File: src/rtl/rca_seq_pkg.sv
// ============================================================================
// rca_seq_pkg
// ----------------------------------------------------------------------------
// Shared definitions for the sliced ripple-carry sequencer:
//   - seq_state_e : sequencer states (IDLE, RUN, DONE)
//   - DEF_WIDTH / DEF_SLICE : default operand width and slice width
//   - calc_ns     : number of slices needed to cover the operand width
//   - calc_idx_w  : width of the slice index counter (minimum 1 bit)
//   - full_add    : one full-adder cell, returns {cout, sum}
// ============================================================================
package rca_seq_pkg;

  typedef enum logic [1:0] {
    IDLE = 2'd0,
    RUN  = 2'd1,
    DONE = 2'd2
  } seq_state_e;

  localparam int DEF_WIDTH = 64;
  localparam int DEF_SLICE = 16;

  function automatic int calc_ns(input int width, input int slice);
    return width / slice;
  endfunction

  // One or two slices still need a 1-bit index so the counter never
  // collapses to a zero-width vector.
  function automatic int calc_idx_w(input int ns);
    if (ns <= 2) begin
      return 1;
    end
    return $clog2(ns);
  endfunction

  function automatic logic [1:0] full_add(input logic a, input logic b,
                                          input logic cin);
    logic s;
    logic co;
    s  = a ^ b ^ cin;
    co = (a & b) | (cin & (a ^ b));
    return {co, s};
  endfunction

endpackage

File: src/rtl/rca_slice_sequencer_add_slice.sv
// ============================================================================
// add_slice
// ----------------------------------------------------------------------------
// Purely combinational SLICE-bit ripple-carry adder built as a chain of
// full-adder cells.
//
// Ports:
//   a    [SLICE-1:0] in  : addend slice A
//   b    [SLICE-1:0] in  : addend slice B
//   cin              in  : carry into bit 0
//   s    [SLICE-1:0] out : slice sum
//   cout             out : carry out of bit SLICE-1
// ============================================================================
module add_slice
  import rca_seq_pkg::*;
#(
  parameter int SLICE = DEF_SLICE
) (
  input  logic [SLICE-1:0] a,
  input  logic [SLICE-1:0] b,
  input  logic             cin,
  output logic [SLICE-1:0] s,
  output logic             cout
);

  // The carry is walked bit by bit through a local variable; each step is
  // one full-adder cell.
  always_comb begin : p_ripple
    logic       c;
    logic [1:0] fa;
    s    = '0;
    cout = 1'b0;
    c    = cin;
    fa   = 2'b00;
    for (int i = 0; i < SLICE; i++) begin
      fa   = full_add(a[i], b[i], c);
      s[i] = fa[0];
      c    = fa[1];
    end
    cout = c;
  end

endmodule

File: src/rtl/rca_slice_sequencer.sv
// ============================================================================
// rca_slice_sequencer
// ----------------------------------------------------------------------------
// Multi-cycle WIDTH-bit adder. One A+B+C0 operation is accepted, then the sum
// is formed SLICE bits per cycle through a single reused ripple-carry slice,
// with the carry held in a flop between slices. Valid/ready on both sides.
//
// Optional feature (macro RCA_SEQ_OVF_EN): adds output Ovf, the signed
// overflow of the addition, valid together with out_valid.
//
// Ports:
//   clk        in  : clock, rising edge
//   rst_n      in  : synchronous active-low reset
//   in_valid   in  : operation request
//   in_ready   out : sequencer can accept an operation (IDLE, not in reset)
//   A, B       in  : addends, WIDTH bits, latched at accept
//   C0         in  : carry-in, latched at accept
//   out_valid  out : S / C_Out valid (DONE)
//   out_ready  in  : consumer accepts the result
//   S          out : sum, WIDTH bits
//   C_Out      out : carry out of the MSB
//   busy       out : high in RUN or DONE
//   Ovf        out : signed overflow (only with RCA_SEQ_OVF_EN)
// ============================================================================
module rca_slice_sequencer
  import rca_seq_pkg::*;
#(
  parameter int WIDTH = DEF_WIDTH,
  parameter int SLICE = DEF_SLICE
) (
  input  logic             clk,
  input  logic             rst_n,
  input  logic             in_valid,
  output logic             in_ready,
  input  logic [WIDTH-1:0] A,
  input  logic [WIDTH-1:0] B,
  input  logic             C0,
  output logic             out_valid,
  input  logic             out_ready,
  output logic [WIDTH-1:0] S,
  output logic             C_Out,
  output logic             busy
`ifdef RCA_SEQ_OVF_EN
  ,
  output logic             Ovf
`endif
);

  localparam int NS    = calc_ns(WIDTH, SLICE);
  localparam int IDX_W = calc_idx_w(NS);
  localparam logic [IDX_W-1:0] LAST_IDX = IDX_W'(NS - 1);

  if ((SLICE < 1) || ((WIDTH % SLICE) != 0)) begin : g_bad_params
    $error("rca_slice_sequencer: WIDTH must be a positive multiple of SLICE");
  end

  seq_state_e       state;
  seq_state_e       state_nx;
  logic             accept;
  logic             last_slice;

  logic [WIDTH-1:0] a_reg;
  logic [WIDTH-1:0] b_reg;
  logic [WIDTH-1:0] s_reg;
  logic             carry;
  logic             c_out_reg;
  logic [IDX_W-1:0] idx;

  logic [SLICE-1:0] a_slice;
  logic [SLICE-1:0] b_slice;
  logic [SLICE-1:0] slice_s;
  logic             slice_cout;

  assign a_slice = a_reg[int'(idx)*SLICE +: SLICE];
  assign b_slice = b_reg[int'(idx)*SLICE +: SLICE];

  add_slice #(
    .SLICE(SLICE)
  ) u_add_slice (
    .a    (a_slice),
    .b    (b_slice),
    .cin  (carry),
    .s    (slice_s),
    .cout (slice_cout)
  );

  always_ff @(posedge clk) begin
    if (!rst_n) begin
      state <= IDLE;
    end else begin
      state <= state_nx;
    end
  end

  // in_ready is gated by rst_n so it reads 0 for the whole reset period,
  // not just after the first reset edge.
  always_comb begin
    state_nx   = state;
    accept     = 1'b0;
    last_slice = 1'b0;
    in_ready   = 1'b0;
    out_valid  = 1'b0;
    busy       = 1'b0;
    case (state)
      IDLE: begin
        in_ready = rst_n;
        if (in_valid) begin
          accept   = 1'b1;
          state_nx = RUN;
        end
      end
      RUN: begin
        busy = 1'b1;
        if (idx == LAST_IDX) begin
          last_slice = 1'b1;
          state_nx   = DONE;
        end
      end
      DONE: begin
        busy      = 1'b1;
        out_valid = 1'b1;
        if (out_ready) begin
          state_nx = IDLE;
        end
      end
      default: begin
        state_nx = IDLE;
      end
    endcase
  end

  // Datapath. The operands are captured once at accept so input changes
  // during RUN/DONE cannot disturb the result. The index returns to 0 on the
  // last slice so it is already clear for the next operation.
  always_ff @(posedge clk) begin
    if (!rst_n) begin
      a_reg     <= '0;
      b_reg     <= '0;
      s_reg     <= '0;
      carry     <= 1'b0;
      c_out_reg <= 1'b0;
      idx       <= '0;
    end else begin
      case (state)
        IDLE: begin
          if (accept) begin
            a_reg <= A;
            b_reg <= B;
            carry <= C0;
            idx   <= '0;
            s_reg <= '0;
          end
        end
        RUN: begin
          s_reg[int'(idx)*SLICE +: SLICE] <= slice_s;
          carry <= slice_cout;
          if (last_slice) begin
            c_out_reg <= slice_cout;
            idx       <= '0;
          end else begin
            idx <= idx + IDX_W'(1);
          end
        end
        default: begin
        end
      endcase
    end
  end

  assign S     = s_reg;
  assign C_Out = c_out_reg;

`ifdef RCA_SEQ_OVF_EN
  // Carry into the MSB is recovered from the MSB's own sum bit:
  // a ^ b ^ s = cin for a full adder.
  logic ovf_reg;
  logic msb_cin;

  assign msb_cin = a_slice[SLICE-1] ^ b_slice[SLICE-1] ^ slice_s[SLICE-1];

  always_ff @(posedge clk) begin
    if (!rst_n) begin
      ovf_reg <= 1'b0;
    end else if ((state == RUN) && last_slice) begin
      ovf_reg <= msb_cin ^ slice_cout;
    end
  end

  assign Ovf = ovf_reg;
`endif

endmodule

File: config.mk
export PLATFORM = sky130hd
export DESIGN_NAME = rca_slice_sequencer
export DESIGN_NICKNAME = d
export VERILOG_FILES = /design/src/rtl/rca_seq_pkg.sv /design/src/rtl/rca_slice_sequencer_add_slice.sv /design/src/rtl/rca_slice_sequencer.sv
export SDC_FILE = /design/constraint.sdc
export NUM_CORES = 1
export LEC_CHECK = 0
export CORE_ASPECT_RATIO = 1.2
export CORE_UTILIZATION = 40
export DETAILED_ROUTE_END_ITERATION = 16
export PLACE_DENSITY_LB_ADDON = 0.3
export SYNTH_ARGS = -nofsm -noshare
export SYNTH_HDL_FRONTEND = slang
export SYNTH_HIERARCHICAL = 1
export SYNTH_SLANG_ARGS = --single-unit
File: constraint.sdc
create_clock -name clk -period 9 [get_ports clk]
set_input_delay 2.7 -clock clk [delete_from_list [all_inputs] [get_ports clk]]
set_output_delay 2.7 -clock clk [all_outputs]
set_load 0.01 [all_outputs]
==> impl_metrics.yaml <==
outcome:
  status: "complete, no violations"
logic_synthesis:
  syn-cell-area_um2: 9130
  synth_top_cell_area_share: 0.434
  syn_nets: 1106
  synth_common_cells: "nand2_1, dfxtp_1, a21boi_0, clkbuf_1, o211ai_1"
  yosys.area.top_type: "dfxtp_1"
  synth_edf_count: 0
  synthTopCellsByArea: "dfxtp_1, nand2_1, a21boi_0, mux4_2, o211ai_1"
  syn_inst: 948
  yosysMostFrequentCell: "nand2_1"
  ys.flop_type: "dfxtp_1"
  yosysSeqAreaShare: 0.434
  ys_types: 32
  yosysWarnings: 6
  async_reset_ff_frac: 0
  synth_seq_cells: 198
  avgSynthCellArea_um2: 9.63
floorplan:
  rows: 60
  core_um2: 22400
  start_util: 0.408
  io_pins: 201
  die-area_um2: 23400
  die_w_um: 140
  die_h_um: 167
clock_tree:
  numCtsBuffers: 17
  clockBufferDepth: 2
  cts_sinks: 198
  cts_resized: 0
  cts_hold_buf: 0
  cts_root_buf: "clkbuf_16"
  clock_latency_ns: 0.44
  clkTransAtPathRegs_ns: 0.07
  cts_setup_buffers: 0
  htree_num_levels: 4
  cts_tree: "built"
detailed_routing:
  post-route-drc-count: 0
  drtIter0Drc: 556
  wirelength_um: 24800
  ant_nets: 0
  wl_per_cell_um: 18.1
  vias: 7301
  firstDrtPassIters: 5
  avgViaCountPerCell: 5.31
cells_and_area:
  regArea_um2: 3970
  multi_input_area_um2: 4660
  nNetsFinal: 1243
  antenna_cells: 0
  final_cell_count_no_fill: 1376
  post-route-util: 0.522
  fillers: 2089
  drive_gt1_frac: 0.0930
  area.growth.synth_to_final_pct: 28.0
timing:
  skew_ns: 0.0115
  max_slew.worst_pin.slew_ns: 1.04
  finalCritPeriodShare: 0.893
  drv_slew: 0
  fin_crit_ns: 8.04
  fin_setup_tns_ns: 0
  hold_viol: 0
  setup_viol_count_final: 0
  clock.fmax_mhz: 124
  slew_headroom: 0.307
  rsz0062_at_grt: "false"
grt:
  antenna_found_initial: 1
  grtUsageMet2: 0.372
  grt_pass1_wl_um: 39100
  overflow: 0
  gr-usage-met1: 0.267
  grt.total_usage: 0.217
  grt_busiest_layer: "met2"
  grt_max_degree: 124
  grt_pass1_vias: 7350
  grt_util_met3: 0.0392
setup_path:
  start_kind: "flop"
  max_stage_delay_ns: 0.57
  critPathKind: "flop to flop"
  required_ns: 9.34
  cpMaxStageDelayCell: "mux4_2"
  crit_buf_inv: 4
  cp.arrival_ns: 8.38
  path_cells: "mux4_2 > fa_1 > inv_1 > fa_1 > inv_1 > fa_1 > fa_1 > fa_1 > fa_1 > fa_1 > fa_1 > fa_1 > fa_1 > fa_1 > fa_1 > fa_1 > fa_1 > fa_1 > inv_1 > fa_1 > inv_1 > nand2_1 > o41ai_2"
  worstPathMaxFanout: 10
  worst_path_most_repeated_cell: "fa_1"
  crit_family: "adder cells"
  cp-end-kind: "flop"
place:
  dp_hpwl_um: 17600
  dp_cells: 1345
  io_buffers: 200
  place.gp.congestion: 0.819
power_and_ir_drop:
  power_density_nw_per_um2: 232
  leakage_nw: 4.21
  peakVddDrop_mv: 0.145
min_path:
  hold_class: "flop to flop"
flow_run:
  max_cap_viol_count: 0
-- through the flow --
stage / instance area, um^2 / total power [mW] / setup WS [ns] / hold slack, ns
after floorplan: 9130 / 1.71 / 1.05 / 0.440
after global placement: 11100 / 1.99 / 1.03 / 0.448
after detailed placement: 11100 / 2.00 / 0.948 / 0.456
after CTS: 11700 / 2.73 / 0.927 / 0.465
after global routing: 11700 / 2.86 / 0.649 / 0.480
final: 11700 / 2.71 / 0.959 / 0.462
-- power breakdown --
group	internal [mW]	total [mW]	switching, mW
combinational	0.337	0.915	0.578
clock	0.410	0.737	0.327
sequential	0.987	1.06	0.0690
-- kinds of logic after synthesis --
kind of cell | synth area share
fa+ha+maj | 0.0474
simple gates | 0.144
flops | 0.434
mux | 0.103
buf+inv | 0.0587
compound gates | 0.213
-- routing by layer --
metal  vias up  part of all wire  wire length (um)
met5         -           0.00052                13
met4         2             0.026               642
met3        35             0.052              1300
met2       230              0.50             12300
met1      3476              0.42             10500
li1       3558                 -                 -
-- layout by cell type (no fill, tap or decap), types with 2 or more instances in the layout --
master,synthesis,final
clkbuf_8,0,4
nor2b_1,3,2
ha_1,9,9
mux4_2,32,32
o41ai_2,20,20
nand2b_1,4,4
clkbuf_16,0,17
o41ai_1,28,28
nor2_1,2,2
fa_1,16,16
clkinvlp_4,0,4
buf_4,3,11
mux2i_1,19,19
dfxtp_1,198,196
nand3_1,18,18
clkdlybuf4s50_1,0,199
clkbuf_1,51,4
nand2_1,299,298
dfxtp_2,0,2
a21boi_0,129,129
inv_1,16,16
o211ai_1,48,48
-- path summary, 6_finish.rpt --
path / depth (start not counted) / endpoint / start / slack (ns)
worst max register to register: 23 / S[31] / idx[0] / 0.96
worst min register to register: 2 / b_reg[33] / b_reg[33] / 0.46
worst min-delay path: 2 / b_reg[33] / b_reg[33] / 0.46
worst max-delay path: 23 / S[31] / idx[0] / 0.96
-- worst register-to-register path: stages, from the launching register on --
cell	delay (ns)
dfxtp_2	0.51
mux4_2	0.57
fa_1	0.44
inv_1	0.08
fa_1	0.16
inv_1	0.05
fa_1	0.38
fa_1	0.40
fa_1	0.40
fa_1	0.43
fa_1	0.39
fa_1	0.38
fa_1	0.41
fa_1	0.40
fa_1	0.40
fa_1	0.39
fa_1	0.41
fa_1	0.40
fa_1	0.37
inv_1	0.07
fa_1	0.40
inv_1	0.07
nand2_1	0.10
o41ai_2	0.34
-- final cells by class --
class / instances / area share
Tap cell: 279 / 0.0299
Sequential cell: 198 / 0.339
Multi-Input combinational cell: 640 / 0.398
Inverter: 17 / 0.00546
Clock inverter: 6 / 0.00589
Clock buffer: 25 / 0.0424
Timing Repair Buffer: 211 / 0.178
Note: power is estimated with default switching activity, not from simulation.
==> edit: new RTL, config.mk and constraints unchanged <==
The 3 states of `seq_state_e` get a one-hot encoding in 3 bits.
--- a/src/rtl/rca_seq_pkg.sv
+++ b/src/rtl/rca_seq_pkg.sv
@@ -10,10 +10,10 @@
 // ============================================================================
 package rca_seq_pkg;
 
-  typedef enum logic [1:0] {
-    IDLE = 2'd0,
-    RUN  = 2'd1,
-    DONE = 2'd2
+  typedef enum logic [2:0] {
+    IDLE = 3'b001,
+    RUN  = 3'b010,
+    DONE = 3'b100
   } seq_state_e;
 
   localparam int DEF_WIDTH = 64;
Check against the original RTL: same outputs for any inputs over 4 cycles, from zero or initial values and one cycle with rst_n low; so few cycles prove little.
==> edit against the original RTL <==
  * Setup slack improved by 180 ps
  * Via count decreased by 13%
  * Synthesized area shrank 12%
  * Routed wire length is 14% lower
  * Fmax increased by 2.3%
  * Utilization rose by 2.4 points
  * Cell area decreased by 8.6%
  * Count of clock-buffer cells in the layout fell by 6
  * Sequential cell count up 1
  * Highest routed layer is now met4
Power is not compared: it rests on default switching activity, and its combinational part moved more than twofold at a synthesized area within 25%.
==> edit: results (changes against the original RTL) <==
skew final: 8.698 ps (-2.826 ps)
nonclk buf count: 207 (-1.9%)
Via Count: 6,387 (-13%)
sequential share of the synthesized area: 49.87% (+6.4 points)
sequential cell area share: 37.33% (+3.4 points)
Synth Area in Compound Gates: 15.71% (-5.6 points)
count of multi-input gates: 544 (-15%)
Synth Area in Adders: 4.793% (+0.050 points)
Iter 0 DRT Violations: 341 (-39%)
Slew @ Worst Pin: 1127 ps (+87.34 ps)
status: complete, no violations
M3 GR Usage: 3.350% (-0.57 points)
core box area: 19,550 µm² (-13%)
Mapped Nets: 978 (-12%)
HPWL after DPL: 15.83 mm (-10%)
met1 usage: 26.64% (-0.11 points)
Tot GR Track Use: 21.41% (-0.28 points)
Clock Buffer Count: 19 (-24%)
final net count: 1,138 (-8.4%)
Cells after Synth: 824 (-13%)
first-pass GRT wire length: 32.69 mm (-16%)
post-synthesis mux area share: 9.148% (-1.1 points)
Signal inverters: 15 (-2)
share of layout cells above drive strength 1: 9.538% (+0.24 points)
Cell Area, Placed: 10,090 µm² (-9.3%)
GRT met2 Usage: 36.36% (-0.80 points)
Setup WS pre-CTS: 1172 ps (+223.3 ps)
clock-cell share of area: 5.530% (+0.70 points)
WL/cell: 16.99 µm (-5.9%)
synth top area cells: dfxtp_1 50%, nand2_1 12%, mux4_2 9.0%, a21oi_1 8.1%, a22o_1 5.9%
synth unique cells: 37 (+16%)
Antenna Cells: 1 (+1)
Worst Path Max Fanout: 20 (+10)
Inst Count DP: 1,226 (-8.8%)
Layout Cells excl Fill: 1,258 (-8.6%)
Worst path slowest cell: dfxtp_2
fraction of standard cell area in multi-input logic: 34.27% (-5.6 points)
gpl congestion: 0.7872 (-3.9%)
largest net degree at the start of global routing: 109 (-12%)
==> edit: changes by cell type in the layout (fill, tap and decap cells not counted), moves of 10 or more <==
cell / before / now
a22o_2: 0 / 10
mux2i_1: 19 / 1
a21oi_1: 1 / 129
o41ai_1: 28 / 1
o41ai_2: 20 / 0
nand2_1: 298 / 261
o211ai_1: 48 / 1
nand3_1: 18 / 2
a21boi_0: 129 / 0
a22o_1: 0 / 54
==> edit: per-layer routing <==
layer	vias up	share of wire, %	routed length, µm
li1	3156	-	-
met1	2997	42	8968
met2	209	51	10820
met3	25	5.0	1068
met4	0	2.4	509
met5	-	0	0
==> edit: path summary, 6_finish.rpt <==
check | from | to | slack [ps] | cells after the start
max | idx[0] | S[47] | 1140 | 20
min | b_reg[33] | b_reg[33] | 450 | 2
max reg2reg | idx[0] | S[47] | 1140 | 20
min reg2reg | b_reg[33] | b_reg[33] | 450 | 2
